<file path="config.mk">
export PLATFORM = sky130hd
export DESIGN_NAME = led_sched
export DESIGN_NICKNAME = d
export VERILOG_FILES = /design/src/rtl/led_sched.sv
export SDC_FILE = /design/constraint.sdc
export NUM_CORES = 1
export LEC_CHECK = 0
export ABC_AREA = 1
export BUFFER_PORTS_ARGS = -buffer_cell sky130_fd_sc_hd__buf_2
export CORE_ASPECT_RATIO = 0.8
export CORE_MARGIN = 4
export CORE_UTILIZATION = 50
export CTS_CLUSTER_DIAMETER = 80
export DETAILED_ROUTE_END_ITERATION = 12
export GPL_TIMING_DRIVEN = 1
export HOLD_SLACK_MARGIN = 0.05
export PLACE_DENSITY = 0.67
export SLEW_MARGIN = 20
export SYNTH_ARGS = -nofsm -noshare
export SYNTH_HDL_FRONTEND = slang
export SYNTH_SLANG_ARGS = --single-unit
</file>
<file path="constraint.sdc">
create_clock -name in_clk -period 3.6 [get_ports in_clk]
set_clock_uncertainty 0.2 [all_clocks]
set_input_delay 0 -clock in_clk [delete_from_list [all_inputs] [get_ports in_clk]]
set_output_delay 0 -clock in_clk [all_outputs]
set_load 0.01 [all_outputs]
</file>
<file path="src/rtl/led_sched.sv">
// led_sched: four-channel LED pattern controller with an Avalon-MM slave.
// A shared prescaler produces the channel tick. Each channel runs OFF/ON/BLINK/BURST
// and raises a sticky done flag when a counted burst completes.
module led_sched #(
  parameter int unsigned OSC_CLOCK = 27000000,
  parameter int unsigned TICK_HZ   = 1000
) (
  input  logic        in_clk,
  input  logic        reset_n,
  input  logic [3:0]  avs_address,
  input  logic        avs_write,
  input  logic [31:0] avs_writedata,
  input  logic        avs_read,
  output logic [31:0] avs_readdata,
  output logic        irq,
  output logic [3:0]  led
);

  localparam int unsigned DIV     = OSC_CLOCK / TICK_HZ;
  localparam int unsigned PS_W    = (DIV > 2) ? $clog2(DIV) : 1;
  localparam int unsigned NCH     = 4;
  localparam int unsigned CNT_W   = 8;
  localparam int unsigned PER_W   = 16;
  localparam logic [PS_W-1:0] PS_LAST = PS_W'(DIV - 1);

  // Channel state encoding matches the CFG mode field.
  typedef enum logic [1:0] {
    ST_IDLE  = 2'd0,
    ST_SOLID = 2'd1,
    ST_BLINK = 2'd2,
    ST_BURST = 2'd3
  } ch_state_t;

  // Software-visible registers
  logic                ctrl_en_q;
  logic [NCH-1:0]      irq_en_q;
  logic [NCH-1:0]      done_q;
  logic [1:0]          mode_q     [NCH];
  logic [CNT_W-1:0]    count_q    [NCH];
  logic [PER_W-1:0]    period_q   [NCH];

  // Channel engine state
  ch_state_t           state_q     [NCH];
  logic [PER_W-1:0]    hc_q        [NCH];
  logic [NCH-1:0]      phase_q;
  logic [CNT_W-1:0]    remaining_q [NCH];

  // Prescaler
  logic [PS_W-1:0]     ps_q;
  logic                tick_c;

  // Decode and helpers
  logic                wr_ctrl_c;
  logic                wr_status_c;
  logic                wr_irq_en_c;
  logic [NCH-1:0]      wr_cfg_c;
  logic [NCH-1:0]      wr_period_c;
  logic [PER_W-1:0]    eff_period_c [NCH];
  logic [NCH-1:0]      wrap_c;
  logic [NCH-1:0]      busy_c;
  logic [31:0]         rd_data_c;
  logic [CNT_W-1:0]    load_count_c;

  logic unused_wdata;
  assign unused_wdata = ^avs_writedata[31:16];

  // Write strobe decode per register
  always_comb begin
    wr_ctrl_c   = avs_write && (avs_address == 4'd0);
    wr_status_c = avs_write && (avs_address == 4'd1);
    wr_irq_en_c = avs_write && (avs_address == 4'd2);
    wr_cfg_c    = '0;
    wr_period_c = '0;
    for (int i = 0; i < NCH; i++) begin
      wr_cfg_c[i]    = avs_write && (avs_address == 4'(4 + i));
      wr_period_c[i] = avs_write && (avs_address == 4'(8 + i));
    end
  end

  // Burst count of 0 is treated as a single blink
  always_comb begin
    load_count_c = avs_writedata[15:8];
    if (load_count_c == '0) begin
      load_count_c = CNT_W'(1);
    end
  end

  // Effective period, half-period wrap detect and busy flags
  always_comb begin
    wrap_c = '0;
    busy_c = '0;
    for (int i = 0; i < NCH; i++) begin
      eff_period_c[i] = (period_q[i] == '0) ? PER_W'(1) : period_q[i];
      wrap_c[i] = ({1'b0, hc_q[i]} + 17'd1) >= {1'b0, eff_period_c[i]};
      busy_c[i] = (state_q[i] == ST_BURST);
    end
  end

  // Tick fires on the last prescaler count while enabled
  assign tick_c = ctrl_en_q && (ps_q == PS_LAST);

  // Prescaler: free-running while enabled, held at 0 otherwise
  always_ff @(posedge in_clk or negedge reset_n) begin
    if (!reset_n) begin
      ps_q <= '0;
    end else if (!ctrl_en_q) begin
      ps_q <= '0;
    end else if (ps_q == PS_LAST) begin
      ps_q <= '0;
    end else begin
      ps_q <= ps_q + PS_W'(1);
    end
  end

  // Configuration registers
  always_ff @(posedge in_clk or negedge reset_n) begin
    if (!reset_n) begin
      ctrl_en_q <= 1'b0;
      irq_en_q  <= '0;
      for (int i = 0; i < NCH; i++) begin
        mode_q[i]   <= '0;
        count_q[i]  <= '0;
        period_q[i] <= '0;
      end
    end else begin
      if (wr_ctrl_c) begin
        ctrl_en_q <= avs_writedata[0];
      end
      if (wr_irq_en_c) begin
        irq_en_q <= avs_writedata[3:0];
      end
      for (int i = 0; i < NCH; i++) begin
        if (wr_cfg_c[i]) begin
          mode_q[i]  <= avs_writedata[1:0];
          count_q[i] <= avs_writedata[15:8];
        end
        if (wr_period_c[i]) begin
          period_q[i] <= avs_writedata[15:0];
        end
      end
    end
  end

  // Channel state machines and sticky done flags (a same-cycle set beats W1C)
  always_ff @(posedge in_clk or negedge reset_n) begin
    if (!reset_n) begin
      done_q  <= '0;
      phase_q <= '0;
      for (int i = 0; i < NCH; i++) begin
        state_q[i]     <= ST_IDLE;
        hc_q[i]        <= '0;
        remaining_q[i] <= '0;
      end
    end else begin
      if (wr_status_c) begin
        done_q <= done_q & ~avs_writedata[7:4];
      end
      for (int i = 0; i < NCH; i++) begin
        if (wr_cfg_c[i]) begin
          state_q[i]     <= ch_state_t'(avs_writedata[1:0]);
          hc_q[i]        <= '0;
          phase_q[i]     <= 1'b1;
          remaining_q[i] <= load_count_c;
        end else if (tick_c && (state_q[i] == ST_BLINK || state_q[i] == ST_BURST)) begin
          if (wrap_c[i]) begin
            hc_q[i]    <= '0;
            phase_q[i] <= ~phase_q[i];
            if (state_q[i] == ST_BURST && phase_q[i]) begin
              if (remaining_q[i] <= CNT_W'(1)) begin
                remaining_q[i] <= '0;
                state_q[i]     <= ST_IDLE;
                done_q[i]      <= 1'b1;
              end else begin
                remaining_q[i] <= remaining_q[i] - CNT_W'(1);
              end
            end
          end else begin
            hc_q[i] <= hc_q[i] + PER_W'(1);
          end
        end
      end
    end
  end

  // Register read mux
  always_comb begin
    rd_data_c = '0;
    case (avs_address)
      4'd0: rd_data_c[0] = ctrl_en_q;
      4'd1: rd_data_c[7:0] = {done_q, busy_c};
      4'd2: rd_data_c[3:0] = irq_en_q;
      4'd4, 4'd5, 4'd6, 4'd7:
        rd_data_c = {16'h0, count_q[avs_address[1:0]], 6'h0, mode_q[avs_address[1:0]]};
      4'd8, 4'd9, 4'd10, 4'd11:
        rd_data_c = {16'h0, period_q[avs_address[1:0]]};
      default: rd_data_c = '0;
    endcase
  end

  // Registered outputs: read data (held between reads), interrupt, LED drive
  always_ff @(posedge in_clk or negedge reset_n) begin
    if (!reset_n) begin
      avs_readdata <= '0;
      irq          <= 1'b0;
      led          <= '0;
    end else begin
      if (avs_read) begin
        avs_readdata <= rd_data_c;
      end
      irq <= |(done_q & irq_en_q);
      for (int i = 0; i < NCH; i++) begin
        led[i] <= ctrl_en_q &&
                  ((state_q[i] == ST_SOLID) ||
                   ((state_q[i] == ST_BLINK || state_q[i] == ST_BURST) && phase_q[i]));
      end
    end
  end

endmodule

</file>
==> results.toml, run 1 <==
[route]
wl_per_cell_um = 18.1
dr.pass1.iters = 7
vias = 13319
drc_errors = 0
ant_nets = 0
first_iter_violations = 1312
drt_wl_total_um = 42800
viasPerCell = 5.64

[synth]
yosys_warnings = 0
synth_area_leaders = "dfrtp_1, nand2_1, ha_1, inv_1, o21ai_0"
synth_largest_area_cell = "dfrtp_1"
syn-cell-area_um2 = 14700
ys_seq_elements = 257
synth_top_area_share_pct = 43.8
postSynthAreaPerCell_um2 = 7.87
syn_inst = 1868
seq_area_frac_synth_pct = 43.8
synth_cell_types = 51

[placed_design]
dp.cells = 2261
place_congestion = 0.913
port_buffers = 44
dp_hpwl_um = 30500
pre_cts_ws_ns = 0.0678

[global_route]
grtUsageTotal_pct = 25.9
grt_antenna_before_repair = 0
grt_max_degree = 88
grt_overflow = 0
grt_pass1_wl_um = 66900
grt_pass1_vias = 12191

[critical_path]
crit_path_max_incr_delay_ns = 0.39
crit_top_cell = "nor2_1"
crit_path_end_kind = "register"
cp_cell_sequence = "inv_1, nor2_4, nand3_1, or2_1, nor2_1, nand2_1, nor2_1, xor2_1, ha_1, nand4_1, nor2_1, nand3_1, nand3b_1, nor2_4, nand4_4, buf_4, nand2_1, o21ai_0"
cp.required_ns = 3.82
crit_type = "reg2reg"
crit_fanout = 6
cp.arrival_ns = 3.64
crit_slowest_cell = "dfrtp_1"
startpoint_type = "register"

[power]
power.density_nw_per_um2 = 453
switching_share_pct = 30.7
p_leak_nw = 8.44
p_sw_mw = 2.34
vdd_drop_max_v = 0.000355
p_comb_share_pct = 18.0
p_int_mw = 5.30
pwr-share-clk_pct = 36.4
seqPwrFrac_pct = 45.6

[timing]
setup_viol = 0
period_minus_slack_ns = 3.42
min_period_over_period_pct = 94.9
fmax_ghz = 0.293
fin_hold_ws_ns = 0.0779
hold_viol = 0
slew_violations = 0
layout_setup_ws_ns = 0.182
slew_headroom_pct = 33.3
worstMarginPinSlew_ns = 0.997
setup_tns_ns = 0

[cts]
cts_root_buf = "clkbuf_16"
clockBufferDepth = 3
clkTransAtPathRegs_ns = 0.06
cts_htree_levels = 1
numCtsBuffers = 27
cts.sinks = 257
clk_latency_ns = 0.55
cts_tree = "done"

[die]
design.core.area_um2 = 28600
rows = 55
dieWidth_um = 200
ioPinCount = 77
initial_core_util_pct = 51.3
die_y_um = 161
dieArea_um2 = 32200

[min_path]
min_path_type = "in2reg"

[layout]
mostFrequentLayoutCells = "nand2_1, dfrtp_1, inv_1, o21ai_0, nor2_1"
fin_nets = 2089
finalNonFillerCells = 2360
mostFrequentLayoutCell = "nand2_1"
antenna_cells = 0
synthToLayoutAreaGrowth_pct = 14.8
multi_input_area_um2 = 7190
nFillCells = 2596
drive_above_1_share_pct = 8.69
seq_area_um2 = 6430
finish.utilization_pct = 58.9

[run]
maxCapViolations = 0

[run_status]
status = "complete, no violations"
-- layer usage --
metal	global-route usage [%]	wire length, um	share of wire [%]
met4	8.15	1610	3.8
met1	39.0	19300	45
met5	0	0	0
met3	4.84	3230	7.5
met2	38.0	18700	44
-- power by group through the flow --
| stage | logic (mW) | clock network, mW | registers (mW) |
|---|---|---|---|
| final | 1.38 | 2.78 | 3.48 |
| after global routing | 1.54 | 2.95 | 3.51 |
| after CTS | 1.35 | 2.83 | 3.47 |
| after detailed placement | 1.30 | 0 | 3.52 |
| after global placement | 1.25 | 0 | 3.51 |
| after floorplan | 0.842 | 0 | 3.45 |
-- worst max-delay path, delay by kind of cell (launching register included) --
kind	cells	cell delay (ns)
buffers and inverters	2	0.32
XOR/XNOR	1	0.24
flip-flops	1	0.39
adder cells (fa/ha/maj)	1	0.30
AND/OR/NAND/NOR	13	1.76
AO/OA/AOI/OAI	1	0.08
-- synthesized netlist by cell type (all sizes together) --
library cell	instances
a211oi	2
a21boi	2
a21o	2
a21oi	38
a22oi	17
a31oi	16
a41o	2
a41oi	2
and2	1
and3	1
buf	31
clkbuf	32
clkinv	5
conb	1
dfrtp	257
ha	77
inv	249
nand2	463
nand3	95
nand3b	6
nand4	32
nor2	123
nor3	40
nor3b	5
nor4	14
o21a	4
o21ai	199
o21bai	1
o221ai	6
o22ai	63
o31ai	1
o32ai	1
o41ai	2
or2	9
xnor2	18
xor2	51
-- area by class of cell --
| cell class | instances | share of cell area [%] |
|---|---|---|
| Sequential cell | 257 | 38.1 |
| Multi-Input combinational cell | 1311 | 42.6 |
| Clock buffer | 41 | 4.79 |
| Tap cell | 370 | 2.74 |
| Inverter | 254 | 5.67 |
| Clock inverter | 6 | 0.341 |
| Timing Repair Buffer | 121 | 5.71 |
-- path summary, 6_finish.rpt --
check	from	endpoint	slack, ns	cells after the start
setup / recovery	hc_q[16]$_DFFE_PN0N_	phase_q[2]$_DFFE_PN0P_	0.18	18
hold / removal	avs_writedata[5]	period_q[21]$_DFFE_PN0P_	0.08	4
setup reg to reg	hc_q[16]$_DFFE_PN0N_	phase_q[2]$_DFFE_PN0P_	0.18	18
hold reg to reg	ps_q[0]$_DFF_PN0_	ps_q[0]$_DFF_PN0_	0.26	1
max in group asynchronous	reset_n	ps_q[2]$_DFF_PN0_	2.28	4
min in group asynchronous	reset_n	hc_q[59]$_DFFE_PN0N_	0.47	4
-- flip-flops by register name, indices dropped and copies added, names as in the netlist --
register	flops
irq	1
led	4
state_q	8
ps_q	15
remaining_q	32
ctrl_en_q	1
mode_q	8
phase_q	4
hc_q	64
irq_en_q	4
period_q	64
done_q	4
avs_readdata	16
count_q	32
-- cells by family after synthesis --
kind of cell | Yosys count | share of synthesized area, %
flops | 257 | 43.8
compound gates | 358 | 13.8
simple gates | 789 | 23.1
fa+ha+maj | 77 | 6.56
other cells | 1 | 0.0255
xor+xnor | 69 | 4.11
buf+inv | 317 | 8.67
-- stage by stage --
step	instance area, um^2	power (mW)
after global routing	16900	8.01
after floorplan	14700	4.30
after global placement	15300	4.76
final	16900	7.64
after CTS	16600	7.65
after detailed placement	15300	4.81
-- timing repair --
item,4_1_cts,5_1_grt
setup buffers,0,11
endpoints found under the setup margin,0,102
gates resized for setup,0,28
hold buffers,39,0
endpoints found under the hold margin,424,0
No activity file was read; power rests on OpenSTA's default activity.
==> run 2: changes to the inputs <==
--- a/config.mk
+++ b/config.mk
@@ -14,7 +14,7 @@
 export DETAILED_ROUTE_END_ITERATION = 12
 export GPL_TIMING_DRIVEN = 1
 export HOLD_SLACK_MARGIN = 0.05
-export PLACE_DENSITY = 0.67
+export PLACE_DENSITY_LB_ADDON = 0.12
 export SLEW_MARGIN = 20
 export SYNTH_ARGS = -nofsm -noshare
 export SYNTH_HDL_FRONTEND = slang
==> run 2 against run 1 <==
Via count decreased by 1.7%. Maximum frequency hardly changed. Cell area up 0.87%. Sequential share of layout area is 0.32 points lower. Clock power grew 9.4%. Critical path depth increased by 4. Routed wire length is 0.14% higher. Critical path type unchanged. Largest power group unchanged. Highest routed layer unchanged.
==> results.toml, run 2 (synthesized netlist as in run 1, its figures left out) <==
[run_status]
status = "complete, no violations"

[placed_design]
dp.cells = 2261
port_buffers = 44
place_area_um2 = 15300
dp_hpwl_um = 30500
place_congestion = 0.884

[min_path]
hold_path_depth = 4
hp-start = "avs_writedata[4]"
min_path_type = "in2reg"

[layout]
top_regs = "hc_q (64), period_q (64)"
nFillCells = 2573
synthToLayoutAreaGrowth_pct = 15.8
fin_area_um2 = 17000
fin_nets = 2096
drive_above_1_share_pct = 8.90
finalNonFillerCells = 2371
mostFrequentLayoutCell = "nand2_1"
mostFrequentLayoutCells = "nand2_1, dfrtp_1, inv_1, o21ai_0, nor2_1"
antenna_cells = 0
finish.utilization_pct = 59.4

[critical_path]
cp_cell_sequence = "ha_1, nand3_1, nor2_1, nand2_1, nor3_2, nand3_1, xor2_1, inv_1, ha_1, nand2_1, inv_1, nand2_1, nor2_1, a21oi_1, nand2_1, nand2_1, nand2_1, nand2_1, nand3_2, buf_4, nand3_1, nand2_1"
crit_path_end_kind = "register"
cp.required_ns = 3.84
critical_path_buf_inv_count = 3
critPathTopFamily = "simple AND/OR/NAND/NOR gates"
rr_endpoint = "remaining_q[28]$_DFFE_PN0P_"
cp-endpoint = "remaining_q[28]$_DFFE_PN0P_"
ff2ff_setup_slack_ns = 0.18
crit_type = "reg2reg"
cp.arrival_ns = 3.66
crit_path_max_incr_delay_ns = 0.42
crit_slowest_cell = "dfrtp_1"
startpoint_type = "register"
crit_fanout = 6
reg2reg_depth = 22
crit_top_cell = "nand2_1"
crit_cells = 22
cp-startpoint = "hc_q[48]$_DFFE_PN0N_"
reg2reg_from = "hc_q[48]$_DFFE_PN0N_"

[route]
wl_per_cell_um = 18.1
first_iter_violations = 1240
vias = 13089
ant_nets = 0
drt_wl_total_um = 42900
viasPerCell = 5.52
dr.pass1.iters = 6
drc_errors = 0

[global_route]
grt_pass1_wl_um = 67200
grt_antenna_before_repair = 0
grt_pass1_vias = 12167
grt_max_degree = 88
grtUsageTotal_pct = 26.3
grt_overflow = 0

[cts]
cts_htree_levels = 1
clk_latency_ns = 0.56
cts_root_buf = "clkbuf_16"
clkTransAtPathRegs_ns = 0.06
numCtsBuffers = 28
cts_tree = "done"
cts.sinks = 257
clockBufferDepth = 3

[timing]
setup_viol = 0
hold_viol = 0
slew_violations = 0
worstMarginPinSlew_ns = 1.02
fmax_ghz = 0.292
setup_tns_ns = 0
slew_headroom_pct = 31.7
period_minus_slack_ns = 3.42
min_period_over_period_pct = 95.0

[die]
dieWidth_um = 200
initial_core_util_pct = 51.3
dieArea_um2 = 32200
die_y_um = 161
rows = 55
ioPinCount = 77
design.core.area_um2 = 28600

[power]
vdd_drop_max_v = 0.000354
p_leak_nw = 8.47
power.density_nw_per_um2 = 465

[run]
maxCapViolations = 0
## run 2: cell types whose count changed in the layout (fill, tap and decap cells not counted), sizes merged
cell	delta
buf	-1
bufinv	+1
clkbuf	+3
clkinv	+1
dlygate4sd3	+9
dlymetal6s4s	-1
nand4	-1
## run 2: stage by stage
stage / worst slack [ns] / hold slack (ns) / power (mW)
6_report: 0.179 / 0.0751 / 7.91
5_1_grt: -0.0171 / 0.0939 / 8.29
4_1_cts: 0.0656 / 0.0537 / 7.92
2_1_floorplan: 0.481 / -0.496 / 4.30
3_5_place_dp: 0.124 / -0.145 / 4.82
3_3_place_gp: 0.192 / -0.144 / 4.78
## run 2: routing by layer
layer / GRT usage (%) / share of wire [%]
met5: 0 / 0
met4: 6.54 / 2.7
met3: 4.28 / 6.5
met2: 39.9 / 44
met1: 39.5 / 47
## run 2: where the power goes
group          total [mW]  internal, mW  switching [mW]
logic                1.39         0.471           0.922
clock network        3.04          1.82            1.22
registers            3.48          3.23           0.246
## run 2: worst reg2reg max path, stage by stage (launching register included)
cell and delay (ns):
dfrtp_1 0.42, ha_1 0.20, nand3_1 0.12, nor2_1 0.11
nand2_1 0.13, nor3_2 0.20, nand3_1 0.12, xor2_1 0.19
inv_1 0.07, ha_1 0.31, nand2_1 0.07, inv_1 0.05
nand2_1 0.10, nor2_1 0.06, a21oi_1 0.13, nand2_1 0.07
nand2_1 0.06, nand2_1 0.05, nand2_1 0.13, nand3_2 0.17
buf_4 0.22, nand3_1 0.07, nand2_1 0.06
## run 2: final cells by class
cell class / instances / area (um^2) / share of cell area (%)
clock buffer: 44 / 882 / 5.18
clock inverter: 8 / 96.3 / 0.566
inverter: 254 / 956 / 5.62
multi-input combinational: 1310 / 7170 / 42.1
sequential: 257 / 6430 / 37.8
tap: 370 / 463 / 2.72
timing repair buffer: 128 / 1020 / 6.00
## run 2: worst min-delay path by stage
| stage | slack (ns) | to |
|---|---|---|
| finish | 0.08 | period_q[20]$_DFFE_PN0P_ |
| detailed placement | -0.14 | hc_q[54]$_DFFE_PN0N_ |
| global placement | -0.14 | hc_q[54]$_DFFE_PN0N_ |
| floorplan | -0.50 | avs_readdata[0]$_DFFE_PN0P_ |
| global route | 0.09 | period_q[20]$_DFFE_PN0P_ |
| CTS | 0.05 | period_q[19]$_DFFE_PN0P_ |
## run 2: repair_timing
item | 4_1_cts | 5_1_grt
hold buffers | 47 | 0
resized for setup | 0 | 24
setup buffers | 0 | 10
hold endpoints to repair | 427 | 0
endpoints found under the setup margin | 0 | 90
==> run 3: changes to the inputs <==
--- a/config.mk
+++ b/config.mk
@@ -9,12 +9,11 @@
 export BUFFER_PORTS_ARGS = -buffer_cell sky130_fd_sc_hd__buf_2
 export CORE_ASPECT_RATIO = 0.8
 export CORE_MARGIN = 4
-export CORE_UTILIZATION = 50
+export CORE_UTILIZATION = 40
 export CTS_CLUSTER_DIAMETER = 80
 export DETAILED_ROUTE_END_ITERATION = 12
 export GPL_TIMING_DRIVEN = 1
 export HOLD_SLACK_MARGIN = 0.05
-export PLACE_DENSITY_LB_ADDON = 0.12
 export SLEW_MARGIN = 20
 export SYNTH_ARGS = -nofsm -noshare
 export SYNTH_HDL_FRONTEND = slang
==> run 3 against run 2 <==
Sequential power barely moved. Critical path depth is 1 lower. Core utilization decreased by 12 points. Flip-flop and latch count is the same. Final cell count is 4.1% higher. Clock power fell by 4%. Critical path type unchanged.
==> results.toml, run 3 (synthesized netlist as in run 1, its figures left out) <==
[run_status]
status = "complete, no violations"

[placed_design]
place_area_um2 = 15500
dp.cells = 2371
port_buffers = 44
place_congestion = 0.879
pre_cts_ws_ns = 0.0810
dp_hpwl_um = 32000

[critical_path]
cp.required_ns = 3.87
crit_type = "reg2reg"
crit_fanout = 16
startpoint_type = "register"
cp.arrival_ns = 3.58
crit_path_end_kind = "register"

[cts]
cts.sinks = 257
clockBufferDepth = 3
numCtsBuffers = 28
cts_root_buf = "clkbuf_16"
clk_latency_ns = 0.56
cts_tree = "done"
clkTransAtPathRegs_ns = 0.06
cts_htree_levels = 1

[die]
dieWidth_um = 222
dieArea_um2 = 39900
rows = 62
design.core.area_um2 = 36100
ioPinCount = 77
initial_core_util_pct = 40.7
die_y_um = 179

[layout]
antenna_cells = 0
fin_nets = 2083
synthToLayoutAreaGrowth_pct = 15.7
drive_above_1_share_pct = 8.65
mostFrequentLayoutCells = "nand2_1, dfrtp_1, inv_1, o21ai_0, nor2_1"
top_regs = "hc_q (64), period_q (64)"
fin_area_um2 = 17000
mostFrequentLayoutCell = "nand2_1"
finalNonFillerCells = 2468

[route]
drc_errors = 0
dr.pass1.iters = 5
drt_wl_total_um = 43600
viasPerCell = 5.30
ant_nets = 0
wl_per_cell_um = 17.7
first_iter_violations = 987
vias = 13081

[power]
power.density_nw_per_um2 = 458
switching_share_pct = 30.6
p_leak_nw = 8.42
p_int_mw = 5.40
seqPwrFrac_pct = 44.7
p_comb_share_pct = 17.9
p_sw_mw = 2.38
pwr-share-clk_pct = 37.4
vdd_drop_max_v = 0.000351

[timing]
slew_headroom_pct = 33.3
layout_setup_ws_ns = 0.294
hold_viol = 0
setup_viol = 0
period_minus_slack_ns = 3.31
worstMarginPinSlew_ns = 0.997
setup_tns_ns = 0
min_period_over_period_pct = 91.8
slew_violations = 0
fmax_ghz = 0.302

[min_path]
min_path_type = "in2reg"

[run]
maxCapViolations = 0

[global_route]
grt_max_degree = 107
grt_pass1_wl_um = 69200
grtUsageTotal_pct = 21.2
grt_antenna_before_repair = 0
grt_pass1_vias = 12234
grt_overflow = 0
[run 3: final cells by class]
type | instances | area [um^2]
timing repair buffer | 116 | 903
clock buffer | 42 | 855
multi-input combinational | 1309 | 7180
fill | 3525 | 19100
inverter | 254 | 956
sequential | 257 | 6430
tap | 480 | 601
clock inverter | 10 | 78.8
[run 3: power by group through the flow]
stage	registers [mW]	clock network [mW]	logic, mW
after floorplan	3.45	0	0.842
after global placement	3.51	0	1.28
after detailed placement	3.52	0	1.32
after CTS	3.47	2.96	1.37
after global routing	3.52	3.10	1.56
final	3.48	2.91	1.39
[run 3: path summary, 6_finish.rpt]
kind / start / to / slack [ns] / cells past startpoint
max: hc_q[32]$_DFFE_PN0N_ / hc_q[34]$_DFFE_PN0N_ / 0.29 / 21
min: avs_writedata[2] / period_q[18]$_DFFE_PN0P_ / 0.07 / 4
max reg2reg: hc_q[32]$_DFFE_PN0N_ / hc_q[34]$_DFFE_PN0N_ / 0.29 / 21
min reg2reg: ps_q[0]$_DFF_PN0_ / ps_q[0]$_DFF_PN0_ / 0.26 / 1
max in group asynchronous: reset_n / hc_q[24]$_DFFE_PN0N_ / 1.86 / 4
min in group asynchronous: reset_n / hc_q[5]$_DFFE_PN0N_ / 0.40 / 3
[run 3: routing by layer]
metal	wire (um)	up-vias	global-route usage (%)	part of all wire, %
li1	-	6349	-	-
met1	20900	6257	32.3	48
met2	18900	401	32.1	43
met3	2770	74	3.07	6.4
met4	1170	0	5.08	2.7
met5	0	-	0	0
[run 3: worst max-delay path: stages (launching register included)]
cell     delay [ns]
dfrtp_1        0.41
ha_1           0.22
nand3_2        0.12
nor2_2         0.13
nand2_1        0.09
nor2_1         0.09
nand2_1        0.10
nor2_1         0.14
nand2_1        0.08
xor2_1         0.18
inv_1          0.07
ha_1           0.31
nand2_1        0.13
nor2_1         0.07
nand2_1        0.05
nor2_1         0.04
nor2_1         0.09
nand2_1        0.09
nor2_4         0.15
nand3_1        0.09
buf_4          0.19
o21ai_0        0.19
[run 3: what timing repair did]
| action | CTS | global route |
|---|---|---|
| hold buffers | 43 | 0 |
| setup buffers | 0 | 2 |
| setup endpoints to repair | 0 | 106 |
| hold endpoints to repair | 423 | 0 |
| resized for setup | 0 | 28 |
[run 3: metrics by stage]
| stage | power, mW | util [%] | hold WS [ns] |
|---|---|---|---|
| after floorplan | 4.30 | - | -0.496 |
| after global placement | 4.80 | 42.9 | -0.0675 |
| after detailed placement | 4.84 | 42.9 | -0.0683 |
| after CTS | 7.80 | 46.7 | 0.0552 |
| after global routing | 8.18 | 47.1 | 0.0919 |
| final | 7.78 | 47.1 | 0.0662 |
